## config.mk

```make
export PLATFORM = sky130hd
export DESIGN_NAME = fetch_unit
export DESIGN_NICKNAME = d
export VERILOG_FILES = /design/src/rtl/fetch_unit.sv
export SDC_FILE = /design/constraint.sdc
export NUM_CORES = 1
export LEC_CHECK = 0
export CAP_MARGIN = 20
export CORE_ASPECT_RATIO = 0.6
export CORE_MARGIN = 4
export CORE_UTILIZATION = 40
export CTS_BUF_LIST = sky130_fd_sc_hd__clkbuf_8
export DETAILED_ROUTE_END_ITERATION = 6
export GPL_ROUTABILITY_DRIVEN = 0
export PLACE_DENSITY = 0.66
export SYNTH_ARGS = -nofsm -noshare
export SYNTH_HDL_FRONTEND = slang
export SYNTH_SLANG_ARGS = --single-unit
```

## constraint.sdc

```tcl
create_clock -name clk -period 6.54 [get_ports clk]
set_input_delay 0.654 -clock clk [delete_from_list [all_inputs] [get_ports clk]]
set_output_delay 0.654 -clock clk [all_outputs]
set_load 0.01 [all_outputs]
```

## src/rtl/fetch_unit.sv

```systemverilog
// Instruction-fetch stage: owns the fetch PC, reads the combinational
// instruction memory, and buffers {pc, instr} pairs in a small in-order
// queue for decode. Redirects from execute flush the queue. A misaligned
// redirect target latches a sticky fault that stops fetch until reset.
//
// Handshake to decode (valid/ready): out_valid/out_instr/out_pc/out_pc_plus4
// describe the head entry. A transfer happens on a rising edge where
// out_valid & out_ready. While out_valid & ~out_ready the head is held
// stable. out_valid never depends combinationally on out_ready.
module fetch_unit #(
  parameter logic [31:0] RESET_PC = 32'h0000_0000,
  parameter int          DEPTH    = 2
) (
  input  logic        clk,
  input  logic        rst,
  output logic [31:0] imem_addr,
  input  logic [31:0] imem_rdata,
  input  logic        redirect,
  input  logic [31:0] redirect_pc,
  output logic        out_valid,
  input  logic        out_ready,
  output logic [31:0] out_instr,
  output logic [31:0] out_pc,
  output logic [31:0] out_pc_plus4,
  output logic        fetch_fault
);

  localparam int PW = (DEPTH > 1) ? $clog2(DEPTH) : 1;
  localparam int CW = PW + 1;
  localparam logic [CW-1:0] FULL = CW'(DEPTH);

  logic [31:0]   fetch_pc;
  logic          fault_q;
  logic [31:0]   pc_q    [DEPTH];
  logic [31:0]   instr_q [DEPTH];
  logic [PW-1:0] rd_ptr;
  logic [PW-1:0] wr_ptr;
  logic [CW-1:0] count;

  logic head_valid;
  logic pop;
  logic push;
  logic misaligned;

  assign head_valid = (count != '0) & ~fault_q;
  assign pop        = head_valid & out_ready;
  // A full queue can still accept a word when the head leaves the same cycle.
  assign push       = ~redirect & ~fault_q & ((count < FULL) | pop);
  assign misaligned = redirect & (redirect_pc[1:0] != 2'b00);

  assign imem_addr    = fetch_pc;
  assign out_valid    = head_valid;
  assign fetch_fault  = fault_q;
  assign out_pc       = head_valid ? pc_q[rd_ptr] : 32'h0;
  assign out_instr    = head_valid ? instr_q[rd_ptr] : 32'h0;
  assign out_pc_plus4 = head_valid ? (pc_q[rd_ptr] + 32'd4) : 32'h0;

  // Control state: fetch PC, pointers, occupancy and the sticky fault.
  always_ff @(posedge clk or negedge rst) begin
    if (!rst) begin
      fetch_pc <= RESET_PC;
      fault_q  <= 1'b0;
      rd_ptr   <= '0;
      wr_ptr   <= '0;
      count    <= '0;
    end else if (redirect) begin
      // Redirect wins over push/pop; any head popped now is simply dropped
      // along with the rest of the queue.
      fetch_pc <= redirect_pc;
      rd_ptr   <= '0;
      wr_ptr   <= '0;
      count    <= '0;
      if (misaligned) fault_q <= 1'b1;
    end else begin
      if (push) begin
        fetch_pc <= fetch_pc + 32'd4;
        wr_ptr   <= wr_ptr + 1'b1;
      end
      if (pop) rd_ptr <= rd_ptr + 1'b1;
      case ({push, pop})
        2'b10:   count <= count + 1'b1;
        2'b01:   count <= count - 1'b1;
        default: count <= count;
      endcase
    end
  end

  // Queue storage: capture {fetch_pc, imem_rdata} at the write pointer.
  always_ff @(posedge clk or negedge rst) begin
    if (!rst) begin
      for (int i = 0; i < DEPTH; i++) begin
        pc_q[i]    <= 32'h0;
        instr_q[i] <= 32'h0;
      end
    end else if (push) begin
      pc_q[wr_ptr]    <= fetch_pc;
      instr_q[wr_ptr] <= imem_rdata;
    end
  end

endmodule
```

-- Yosys cells after proc, flatten, opt, wreduce, memory -nomap -nowiden
Index checks and enable logic that the tools add are counted.
- muxes and demuxes: 21
- reduce and logical (&&, ||, !) cells: 7
- $lt $le $gt $ge: 4
- div/mod/pow operators: 0
- equality and inequality tests: 2
- multiply operators: 0
- bitwise logic cells: 10
- shift operators: 0
- add/sub/neg operators: 6
- operators by type and width (cell ; number):
    32-bit two-way mux ; 12
    64-bit bitwise mux ; 2
    32-bit by 3-bit adder with 32-bit output, second input constant ; 2
    32-bit demux with 1-bit select ; 1
    2-bit nonzero test ; 4
    1-bit bitwise AND ; 5
    2-bit greater-or-equal comparator, second input constant ; 2
    1-bit two-way mux ; 4
    1-bit NOT with 2-bit output ; 2
    2-bit case mux with 2 select lines ; 1
    3-bit nonzero test ; 1
    1-bit adder, second input constant ; 2
    2-bit by 1-bit adder with 2-bit output, second input constant ; 1
    2-bit by 1-bit == test with 1-bit output, second input constant ; 1
    2-bit == test, second input constant ; 1
    2-bit by 1-bit < comparator with 1-bit output, second input constant ; 1
    2-bit < comparator, second input constant ; 1
    2-bit two-way mux ; 1
    1-bit NOT ; 2
    2-bit AND reduction ; 1
    2-bit by 1-bit subtractor with 2-bit output, second input constant ; 1
    1-bit logical AND ; 1
    1-bit bitwise OR ; 1
- register bits: 165
- memory bits (read-only): 0
- bits in latches: 0
- word-level logic and storage cells: 59
- memories kept: 0
- memory bits (writable): 0
- bits of input ports: 68

-- Depth between registers and ports, before layout
Gate-level depths: netlist (run 1).
- word-level depth: 8
- mapped depth: 13
- depth with buffers taken out: 7

-- Worst setup path before layout (run 1)
Ideal clock, no wire load.
- path type: flip-flop to output port
- start: register rd_ptr
- end: output port out_pc_plus4[14]
- path slack: 3.345 ns
- stages on the path, launching flop included: 14
- required time: 5.886 ns
- buffers on the path: 6
- data arrival time: 2.541 ns
- cell sequence: dfrtp_1 > buf_6 > buf_8 > buf_8 > buf_8 > buf_4 > mux2_2 > ha_1 > inv_1 > a211oi_2 > buf_4 > and2_4 > a211oi_1 > a2111oi_2
- longest elaborated chain between the ends: 6
- RTL lines (element ; line ; text):
    from (decl) ; 36 ; logic [PW-1:0] rd_ptr;
    from (signal assigned) ; 79 ; if (pop) rd_ptr <= rd_ptr + 1'b1;
    1-bit NOT with 2-bit output (implied by the code) ; 56 ; assign out_pc_plus4 = head_valid ? (pc_q[rd_ptr] + 32'd4) : 32'h0;
    32-bit two-way mux (implied by the code) (3 in a row) ; 56 ;
    32-bit by 3-bit adder with 32-bit output ; 56 ;
    32-bit two-way mux ; 56 ;
    to (decl) ; 24 ; output logic [31:0] out_pc_plus4,
Every way passes these cells. The select of a mux whose other input is x is not followed.

-- Worst setup path in the final report (run 1)
Same ends and word-level chain as after synthesis.

==> flow_summary.ini, run 1 <==
[run_status]
result_of_the_run = finished clean

[drt]
drtPass1Iterations = 5
detailroute.via_count = 6836
drt-initial-drc-count = 458
ant_nets = 0
postRouteWirelength_um = 24800
route.detailed.vias_per_inst = 5.37
routedWlPerCell_um = 19.5
remaining_drc_errors = 0

[clock_network]
cts_root_buffer = clkbuf_8
cts.repair_timing.setup_buffer_count = 0
cts.hold.buffers_added = 0
clkLatencyLatePin_ns = 0.46
numClockSinks = 165
worst_setup_hold_path_clk_slew_ns = 0.10
clock_buffers_created_by_tritoncts = 17
tritoncts = yes
htreeDepth = 4
cts_buffer_depth = 2
resize_count_post_cts = 0

[sta]
max_freq_ghz = 0.204
grt_setup_unrepaired = no
period_needed_ns = 4.89
fin_tns_setup_ns = 0
timing.max_slew.rel_slack = 0.333
report.final.setup_viol = 0
finClkSkew_ns = 0.0149
final.period_utilization = 0.748
timing_hold_violations_final = 0
worst_slew_pin_slew_ns = 1.00
final_max_slew_viol_count = 0

[yosys]
synth-seq-area-share = 0.466
mean_instance_size_in_the_synthesized_netlist_um2 = 10.9
ys_seq_elements = 165
synthDistinctLibCells = 58
async_flop_share = 1.00
syn_nets = 880
synth_edf_count = 0
yosysWarnings = 0
netlist_instances = 810
synthesis.area_mm2 = 0.00886
dominantRegCellSynth = dfrtp_1

[floorplan]
placement_rows = 41
die_outline_area_mm2 = 0.0247
core_region_area_mm2 = 0.0214
floorplan.initialDensity = 0.414
die_x_um = 200
ioPinCount = 198
die_height_um = 123

[finish]
area.sequential_mm2 = 0.00413
areaGrowthSynthToFinish_pct = 28.5
multi_input_comb_area_mm2 = 0.00442
layout.nets = 1051
final_util = 0.532
fillerInstances = 1928
layout-drive-gt1-share = 0.202
number_of_standard_cells_in_the_final_layout_excluding_fillers = 1273

[critical_path]
timing.setup.critical_path_class = flop to primary output
cp.required_ns = 5.89
crit_end = out_pc_plus4[14]
critical_path_peak_fanout = 62
crit_arrival_ns = 4.24
critical_path.startpoint = rd_ptr$_DFFE_PN0P_
worst-r2r-setup-slack_ns = 3.79
end_kind = primary output
r2r_end = pc_q[48]$_DFFE_PN0P_
worst_setup_path_start_kind = flop
r2r.worst_path.cells = 4
timing.rr.start = count[1]$_DFFE_PN0P_

[placed_design]
cell_count_after_placement = 1241
port-buffer-count = 197
hpwl_after_dpl_um = 17800

[pwr]
total_power_mw = 2.06
pwr_density_cell_mw_per_mm2 = 181
peak_vdd_ir_v = 0.000112
power.static_leakage_nw = 4.61

[global_route]
pin_count_of_the_biggest_net_entering_global_routing = 82
track_usage = 0.201
grt_overflow = 0
initial_antenna_violation_count = 0
grt_first_pass_wirelength_um = 38900
grt_pass1_vias = 6694

[run]
max-cap-violations = 0

[hold_path]
worst_hold_path_type = primary input to async pin
==> flip-flops by register name (all words and copies together), names as in the netlist <==
signal,flops
imem_addr,32
pc_q,64
instr_q,64
rd_ptr,1
fetch_fault,1
count,2
wr_ptr,1
==> worst max-delay path, cell delays in order (launching register included) <==
cell and delay (ns):
dfrtp_4 1.07, mux2_2 0.34, ha_1 0.19, inv_1 0.07, a211oi_2 0.74, and2_4 0.29
a211oi_1 0.08, a2111oi_2 0.34, clkdlybuf4s50_1 0.62
==> placed cells by master (no fill, tap or decap), types with 3 or more instances in the layout <==
| cell type | Yosys | final |
|---|---|---|
| dfrtp_1 | 165 | 164 |
| mux2_2 | 136 | 136 |
| nor4_1 | 7 | 6 |
| and2_1 | 12 | 12 |
| clkdlybuf4s50_1 | 0 | 195 |
| o21ai_0 | 42 | 42 |
| nand3b_1 | 4 | 4 |
| nand2_1 | 67 | 67 |
| xnor2_1 | 19 | 19 |
| and4_1 | 5 | 5 |
| inv_1 | 7 | 7 |
| clkbuf_8 | 0 | 17 |
| mux2i_1 | 58 | 58 |
| a211oi_1 | 5 | 5 |
| bufinv_16 | 0 | 3 |
| a21oi_1 | 5 | 5 |
| nor2_1 | 87 | 87 |
| nand3_1 | 26 | 26 |
| nand4_1 | 22 | 22 |
| inv_6 | 0 | 5 |
| and3_1 | 11 | 11 |
| nor3_1 | 6 | 6 |
| xor2_1 | 24 | 24 |
| buf_4 | 10 | 9 |
| o31ai_1 | 4 | 4 |
| nand2b_1 | 3 | 3 |
==> kinds of logic (layout without fill, tap and decap cells) <==
group / after synthesis / after routing / share of synthesized area
muxes: 196 / 196 / 0.241
other: 0 / 1 / 0
DFF: 165 / 165 / 0.466
and+or+nand+nor: 266 / 266 / 0.152
AOI/OAI and AO/OA: 77 / 77 / 0.0580
buffers and inverters: 61 / 244 / 0.0380
adders and majority gates: 2 / 2 / 0.00282
xor gates and xnor gates: 43 / 43 / 0.0425
==> power breakdown <==
group          internal (mW)  leakage, nW  switching, mW
sequential              1.05         2.20         0.0534
clock                  0.388        0.208          0.407
combinational         0.0933         2.20         0.0716
total                   1.53         4.61          0.532
==> through the flow <==
| step | area [um2] | hold WS (ns) | worst slack, ns |
|---|---|---|---|
| floorplan | 8860 | 0.358 | 3.34 |
| global placement | 11000 | 0.488 | 2.12 |
| detailed placement | 11000 | 0.494 | 2.13 |
| CTS | 11400 | 0.0825 | 1.61 |
| global route | 11400 | 0.0849 | 1.34 |
| finish | 11400 | 0.0969 | 1.65 |
==> layout make-up <==
class                      count  share of cell area
antenna                        1            0.000220
clock buffer                  17              0.0205
clock inverter                14              0.0166
inverter                       7             0.00231
multi-input combinational    584               0.388
sequential                   165               0.363
tap                          279              0.0306
timing repair buffer         206               0.179
==> synthesized netlist by cell type (all sizes together), types with 2 or more instances <==
library cell | n | area, um2
dfrtp | 165 | 4130
mux2 | 137 | 1540
nor2 | 87 | 327
nand2 | 67 | 251
mux2i | 59 | 594
o21ai | 44 | 220
buf | 34 | 235
nand3 | 29 | 175
nand4 | 24 | 163
xor2 | 24 | 210
clkbuf | 20 | 75.1
xnor2 | 19 | 166
and2 | 13 | 83.8
and3 | 11 | 68.8
nor4 | 8 | 56.3
a211oi | 7 | 70.1
inv | 7 | 26.3
a21oi | 6 | 33.8
nor3 | 6 | 30.0
and4 | 5 | 43.8
nand3b | 5 | 50.1
o31ai | 4 | 30.0
nand2b | 3 | 18.8
nand4b | 3 | 41.3
a22oi | 2 | 25.0
ha | 2 | 25.0
nor2b | 2 | 12.5
nor3b | 2 | 15.0
o31a | 2 | 17.5
o41ai | 2 | 17.5
==> routing by layer <==
layer / vias to the layer above / wire length (um) / global-route usage
li1: 3205 / - / -
met1: 3380 / 13000 / 0.316
met2: 235 / 9830 / 0.271
met3: 16 / 1860 / 0.0598
met4: 0 / 167 / 0.0365
met5: - / 0 / 0
==> worst min path at each step <==
stage                            startpoint                 endpoint  slack (ns)  cells after the start
global placement       pc_q[57]$_DFFE_PN0P_     pc_q[57]$_DFFE_PN0P_        0.49                      1
floorplan                               rst     count[0]$_DFFE_PN0P_        0.36                      0
detailed placement  instr_q[50]$_DFFE_PN0P_  instr_q[50]$_DFFE_PN0P_        0.49                      1
global route                            rst  instr_q[38]$_DFFE_PN0P_        0.08                      1
finish                                  rst  instr_q[38]$_DFFE_PN0P_         0.1                      1
CTS                                     rst  instr_q[38]$_DFFE_PN0P_        0.08                      1
Power figures use the tool's default switching activity.
==> run 2, diff against run 1 <==
Settings changed: PLACE_DENSITY 0.66 to 0.68.
Clock period 6.54 ns to 4 ns, I/O delays scaled along.
==> run 2 against run 1 <==
Sequential share of layout area shrank 0.21 points. Register-to-register slack worse by 1.9 ns. Largest cell class unchanged. Non-clock buffer count grew 5. Die area did not move. Core utilization up 0.30 points. Clock-buffer cell count grew 1. Sequential power up 64%.
==> flow_summary.ini, run 2 (synthesis gave the netlist of run 1 again) <==
[sta]
worst_slew_pin_slew_ns = 0.933
final.period_utilization = 0.948
max_freq_ghz = 0.264
final_max_slew_viol_count = 0
finClkSkew_ns = 0.0158
fin_tns_setup_ns = 0
timing.max_slew.rel_slack = 0.378
report.final.setup_viol = 0
period_needed_ns = 3.79
timing_hold_violations_final = 0
grt_setup_unrepaired = no

[finish]
diodes = 0
layout.nets = 1056
areaGrowthSynthToFinish_pct = 29.2
layout-drive-gt1-share = 0.207
fillerInstances = 1890
final_util = 0.536
final_cell_area_mm2 = 0.0115
commonest_non_fill_non_tap_cells_in_the_layout = clkdlybuf4s50_1, dfrtp_1, mux2_2, nor2_1, nand2_1
layout_commonest_cell = clkdlybuf4s50_1

[floorplan]
die_outline_area_mm2 = 0.0247
die_x_um = 200
core_region_area_mm2 = 0.0214
ioPinCount = 198
die_height_um = 123
placement_rows = 41
floorplan.initialDensity = 0.414

[critical_path]
worst_setup_path_start_kind = flop
timing.rr.start = imem_addr[16]$_DFFE_PN0P_
worst-r2r-setup-slack_ns = 1.93
end_kind = primary output
r2r_end = imem_addr[31]$_DFFE_PN0P_
cp.required_ns = 3.60
critical_path_peak_fanout = 30
timing.setup.critical_path_class = flop to primary output
crit_arrival_ns = 3.39
r2r.worst_path.cells = 5

[pwr]
pwr_density_cell_mw_per_mm2 = 293
power.share.sequential = 0.537
power.switching_fraction = 0.268
power.switching_mw = 0.900
peak_vdd_ir_v = 0.000194
cell_internal_pwr_mw = 2.46
part_of_the_total_power_dissipated_in_combinational_logic = 0.081
power.static_leakage_nw = 4.65
portion_of_total_power_attributed_to_the_clock_network = 0.382

[clock_network]
clkLatencyLatePin_ns = 0.48
numClockSinks = 165
tritoncts = yes
cts_root_buffer = clkbuf_8
htreeDepth = 4
worst_setup_hold_path_clk_slew_ns = 0.10
cts.repair_timing.setup_buffer_count = 0
clock_buffers_created_by_tritoncts = 17
cts_buffer_depth = 2

[drt]
routedWlPerCell_um = 19.6
postRouteWirelength_um = 25100
drtPass1Iterations = 5
ant_nets = 0
remaining_drc_errors = 0
detailroute.via_count = 6873
drt-initial-drc-count = 389
route.detailed.vias_per_inst = 5.38

[placed_design]
placed_cell_areas_mm2 = 0.0110
port-buffer-count = 197
hpwl_after_dpl_um = 18100

[global_route]
initial_antenna_violation_count = 0
grt_overflow = 0
grt_first_pass_wirelength_um = 39200
grt_pass1_vias = 6739
pin_count_of_the_biggest_net_entering_global_routing = 101
track_usage = 0.204

[run]
max-cap-violations = 0

[hold_path]
worst_hold_path_type = primary input to async pin

[run_status]
result_of_the_run = finished clean
==> run 2: worst max-delay path by stage <==
stage / start / to / cells after the start
final: rd_ptr$_DFFE_PN0P_ / out_pc_plus4[27] / 7
after floorplan: rd_ptr$_DFFE_PN0P_ / out_pc_plus4[14] / 13
after global routing: rd_ptr$_DFFE_PN0P_ / out_pc_plus4[14] / 8
after global placement: rd_ptr$_DFFE_PN0P_ / out_pc_plus4[27] / 7
after CTS: rd_ptr$_DFFE_PN0P_ / out_pc_plus4[27] / 7
after detailed placement: rd_ptr$_DFFE_PN0P_ / out_pc_plus4[27] / 7
==> run 2: power by group through the flow <==
stage                     clock, mW  sequential (mW)  combinational (mW)
after floorplan                   0             1.80              0.0786
after global placement            0             1.83               0.274
after detailed placement          0             1.83               0.276
after CTS                      1.31             1.80               0.277
after global routing           1.39             1.81               0.301
final                          1.28             1.80               0.273
==> run 2: what timing repair did <==
item / in CTS / in global routing
endpoints found under the setup margin: 0 / 6
hold buffers: 0 / 0
resized for setup: 0 / 3
==> run 2: cell type report <==
| class | count | area (um2) | share of cell area |
|---|---|---|---|
| well taps | 279 | 349 | 0.0305 |
| repair buffers | 211 | 2110 | 0.184 |
| clock inverters | 14 | 165 | 0.0144 |
| multi-input cells | 584 | 4430 | 0.387 |
| flip-flops and latches | 165 | 4130 | 0.361 |
| clock buffers | 18 | 248 | 0.0216 |
| inverters | 7 | 26.3 | 0.00229 |
==> run 2: critical path, cell delays in order, from the launching register on <==
cell	delay, ns
dfrtp_4	0.68
buf_6	0.35
nand4_2	0.15
a22oi_2	0.36
nand3_4	0.22
nor4_2	0.32
mux2_1	0.34
clkdlybuf4s50_1	0.48
==> run 2: layer usage <==
metal | wire, um | global-route usage | up-vias
li1 | - | - | 3222
met4 | 398 | 0.0524 | 0
met1 | 13200 | 0.323 | 3402
met3 | 1720 | 0.0611 | 26
met5 | 0 | 0 | -
met2 | 9730 | 0.267 | 223
==> run 2: through the flow <==
| stage | hold slack, ns | worst slack, ns | cells | power [mW] |
|---|---|---|---|---|
| floorplan | 0.104 | 1.06 | 810 | 1.88 |
| global placement | 0.488 | 0.603 | 1246 | 2.10 |
| detailed placement | 0.494 | 0.598 | 1246 | 2.10 |
| CTS | 0.0544 | 0.0345 | 1278 | 3.38 |
| global route | 0.0808 | 0.0161 | 1278 | 3.50 |
| finish | 0.0489 | 0.210 | 1278 | 3.35 |
==> run 3, diff against run 2 <==
Settings changed: CORE_UTILIZATION 40 to 33, PLACE_DENSITY 0.68 to unset.
Clock period 4 ns to 4.6 ns, I/O delays scaled along.
==> run 3 against run 2 <==
Sequential power down 13%. Power shrank 12%. Critical path depth unchanged. Die area up 20%. Setup slack better by 0.46 ns. Via count down 0.51%. Sequential share of layout area is 0.37 points lower. Routed wire length up 5.3%. Non-clock buffer count up 3. Clock skew shrank 0.00066 ns. Combinational power is 11% lower. Clock power is 11% lower.
==> flow_summary.ini, run 3 (synthesis gave the netlist of run 1 again) <==
[critical_path]
timing.setup.critical_path_class = flop to primary output
worst_setup_path_start_kind = flop
critical_path.cell_chain = buf_4 -> mux2i_2 -> a211oi_4 -> nand3_4 -> nor4_2 -> mux2_1 -> clkdlybuf4s50_1
crit_path_top_delay_cell = dfrtp_4
crit_arrival_ns = 3.47
critical_path.startpoint = rd_ptr$_DFFE_PN0P_
end_kind = primary output
cp.required_ns = 4.14
critical_path_peak_fanout = 40
timing.rr.start = count[1]$_DFFE_PN0P_
worst_path_largest_cell_delay_ns = 0.75

[floorplan]
die_x_um = 220
die_height_um = 135
placement_rows = 46
die_outline_area_mm2 = 0.0296
floorplan.initialDensity = 0.336
ioPinCount = 198
core_region_area_mm2 = 0.0264

[placed_design]
port-buffer-count = 197
placement.setup.worst_slack_ns = 1.18
hpwl_after_dpl_um = 19400

[sta]
worst_slew_pin_slew_ns = 0.888
hold_ws_ns = 0.250
fin_tns_setup_ns = 0
finClkSkew_ns = 0.0151
final_max_slew_viol_count = 0
timing_hold_violations_final = 0
final.period_utilization = 0.855
max_freq_ghz = 0.254
timing.max_slew.rel_slack = 0.408
timing.final.ws_setup_ns = 0.667
grt_setup_unrepaired = no
report.final.setup_viol = 0
period_needed_ns = 3.93

[global_route]
grt_overflow = 0
track_usage = 0.180
grt_pass1_vias = 6886
grt_first_pass_wirelength_um = 41000
pin_count_of_the_biggest_net_entering_global_routing = 107
initial_antenna_violation_count = 0

[drt]
postRouteWirelength_um = 26400
remaining_drc_errors = 0
route.detailed.vias_per_inst = 5.02
ant_nets = 0
drtPass1Iterations = 5
drt-initial-drc-count = 443
detailroute.via_count = 6838
routedWlPerCell_um = 19.4

[clock_network]
cts_buffer_depth = 2
tritoncts = yes
cts_root_buffer = clkbuf_8
cts.repair_timing.setup_buffer_count = 0
numClockSinks = 165
htreeDepth = 4
cts.hold.buffers_added = 0
clock_buffers_created_by_tritoncts = 17
resize_count_post_cts = 0
worst_setup_hold_path_clk_slew_ns = 0.09
clkLatencyLatePin_ns = 0.47

[pwr]
peak_vdd_ir_v = 0.000119
power.static_leakage_nw = 4.65
pwr_density_cell_mw_per_mm2 = 254
total_power_mw = 2.95

[finish]
areaGrowthSynthToFinish_pct = 30.6
diodes = 0
layout_commonest_cell = clkdlybuf4s50_1
layout.nets = 1059
commonest_non_fill_non_tap_cells_in_the_layout = clkdlybuf4s50_1, dfrtp_1, mux2_2, nor2_1, nand2_1
layout-drive-gt1-share = 0.209
final_util = 0.438

[run]
max-cap-violations = 0

[hold_path]
hp-start = redirect
worst_hold_path_type = primary input to flop

[run_status]
result_of_the_run = finished clean
-- run 3: worst max-delay path: cells and delay by family (launching register included) --
family | cells | cell delay, ns
buffers and inverters | 2 | 0.86
DFF | 1 | 0.75
muxes | 2 | 0.51
and+or+nand+nor | 2 | 0.50
AOI/OAI and AO/OA | 1 | 0.36
-- run 3: per-layer routing --
| layer | vias to the layer above | wire (um) | track usage |
|---|---|---|---|
| met5 | - | 0 | 0 |
| met4 | 0 | 524 | 0.0509 |
| met3 | 26 | 1980 | 0.0513 |
| met2 | 237 | 10400 | 0.241 |
| met1 | 3356 | 13500 | 0.278 |
| li1 | 3219 | - | - |
-- run 3: worst paths after layout --
| check | cells past startpoint | slack (ns) | endpoint |
|---|---|---|---|
| max in group asynchronous | 3 | 3.46 | instr_q[39]$_DFFE_PN0P_ |
| setup reg to reg | 4 | 2.35 | instr_q[6]$_DFFE_PN0P_ |
| hold / removal | 2 | 0.25 | wr_ptr$_DFFE_PN0P_ |
| min in group asynchronous | 2 | 0.42 | pc_q[18]$_DFFE_PN0P_ |
| hold reg to reg | 1 | 0.51 | instr_q[16]$_DFFE_PN0P_ |
| setup / recovery | 7 | 0.67 | out_pc_plus4[27] |
-- run 3: cell type report --
type / instances / area [um2]
Timing Repair Buffer: 214 / 2120
Tap cell: 360 / 450
Multi-Input combinational cell: 584 / 4420
Clock inverter: 15 / 191
Clock buffer: 17 / 234
Fill cell: 2514 / 14800
Inverter: 7 / 26.3
Sequential cell: 165 / 4130
-- run 3: metrics by stage --
step	cells	area, um2
2_1_floorplan	810	8860
3_3_place_gp	1328	11100
3_5_place_dp	1328	11100
4_1_cts	1360	11500
5_1_grt	1362	11600
6_report	1362	11600
-- run 3: power by group --
| group | internal (mW) | total [mW] | leakage, nW | switching (mW) |
|---|---|---|---|---|
| clock | 0.549 | 1.14 | 0.205 | 0.589 |
| combinational | 0.136 | 0.242 | 2.25 | 0.106 |
| sequential | 1.49 | 1.57 | 2.20 | 0.0771 |
| total | 2.17 | 2.95 | 4.65 | 0.772 |
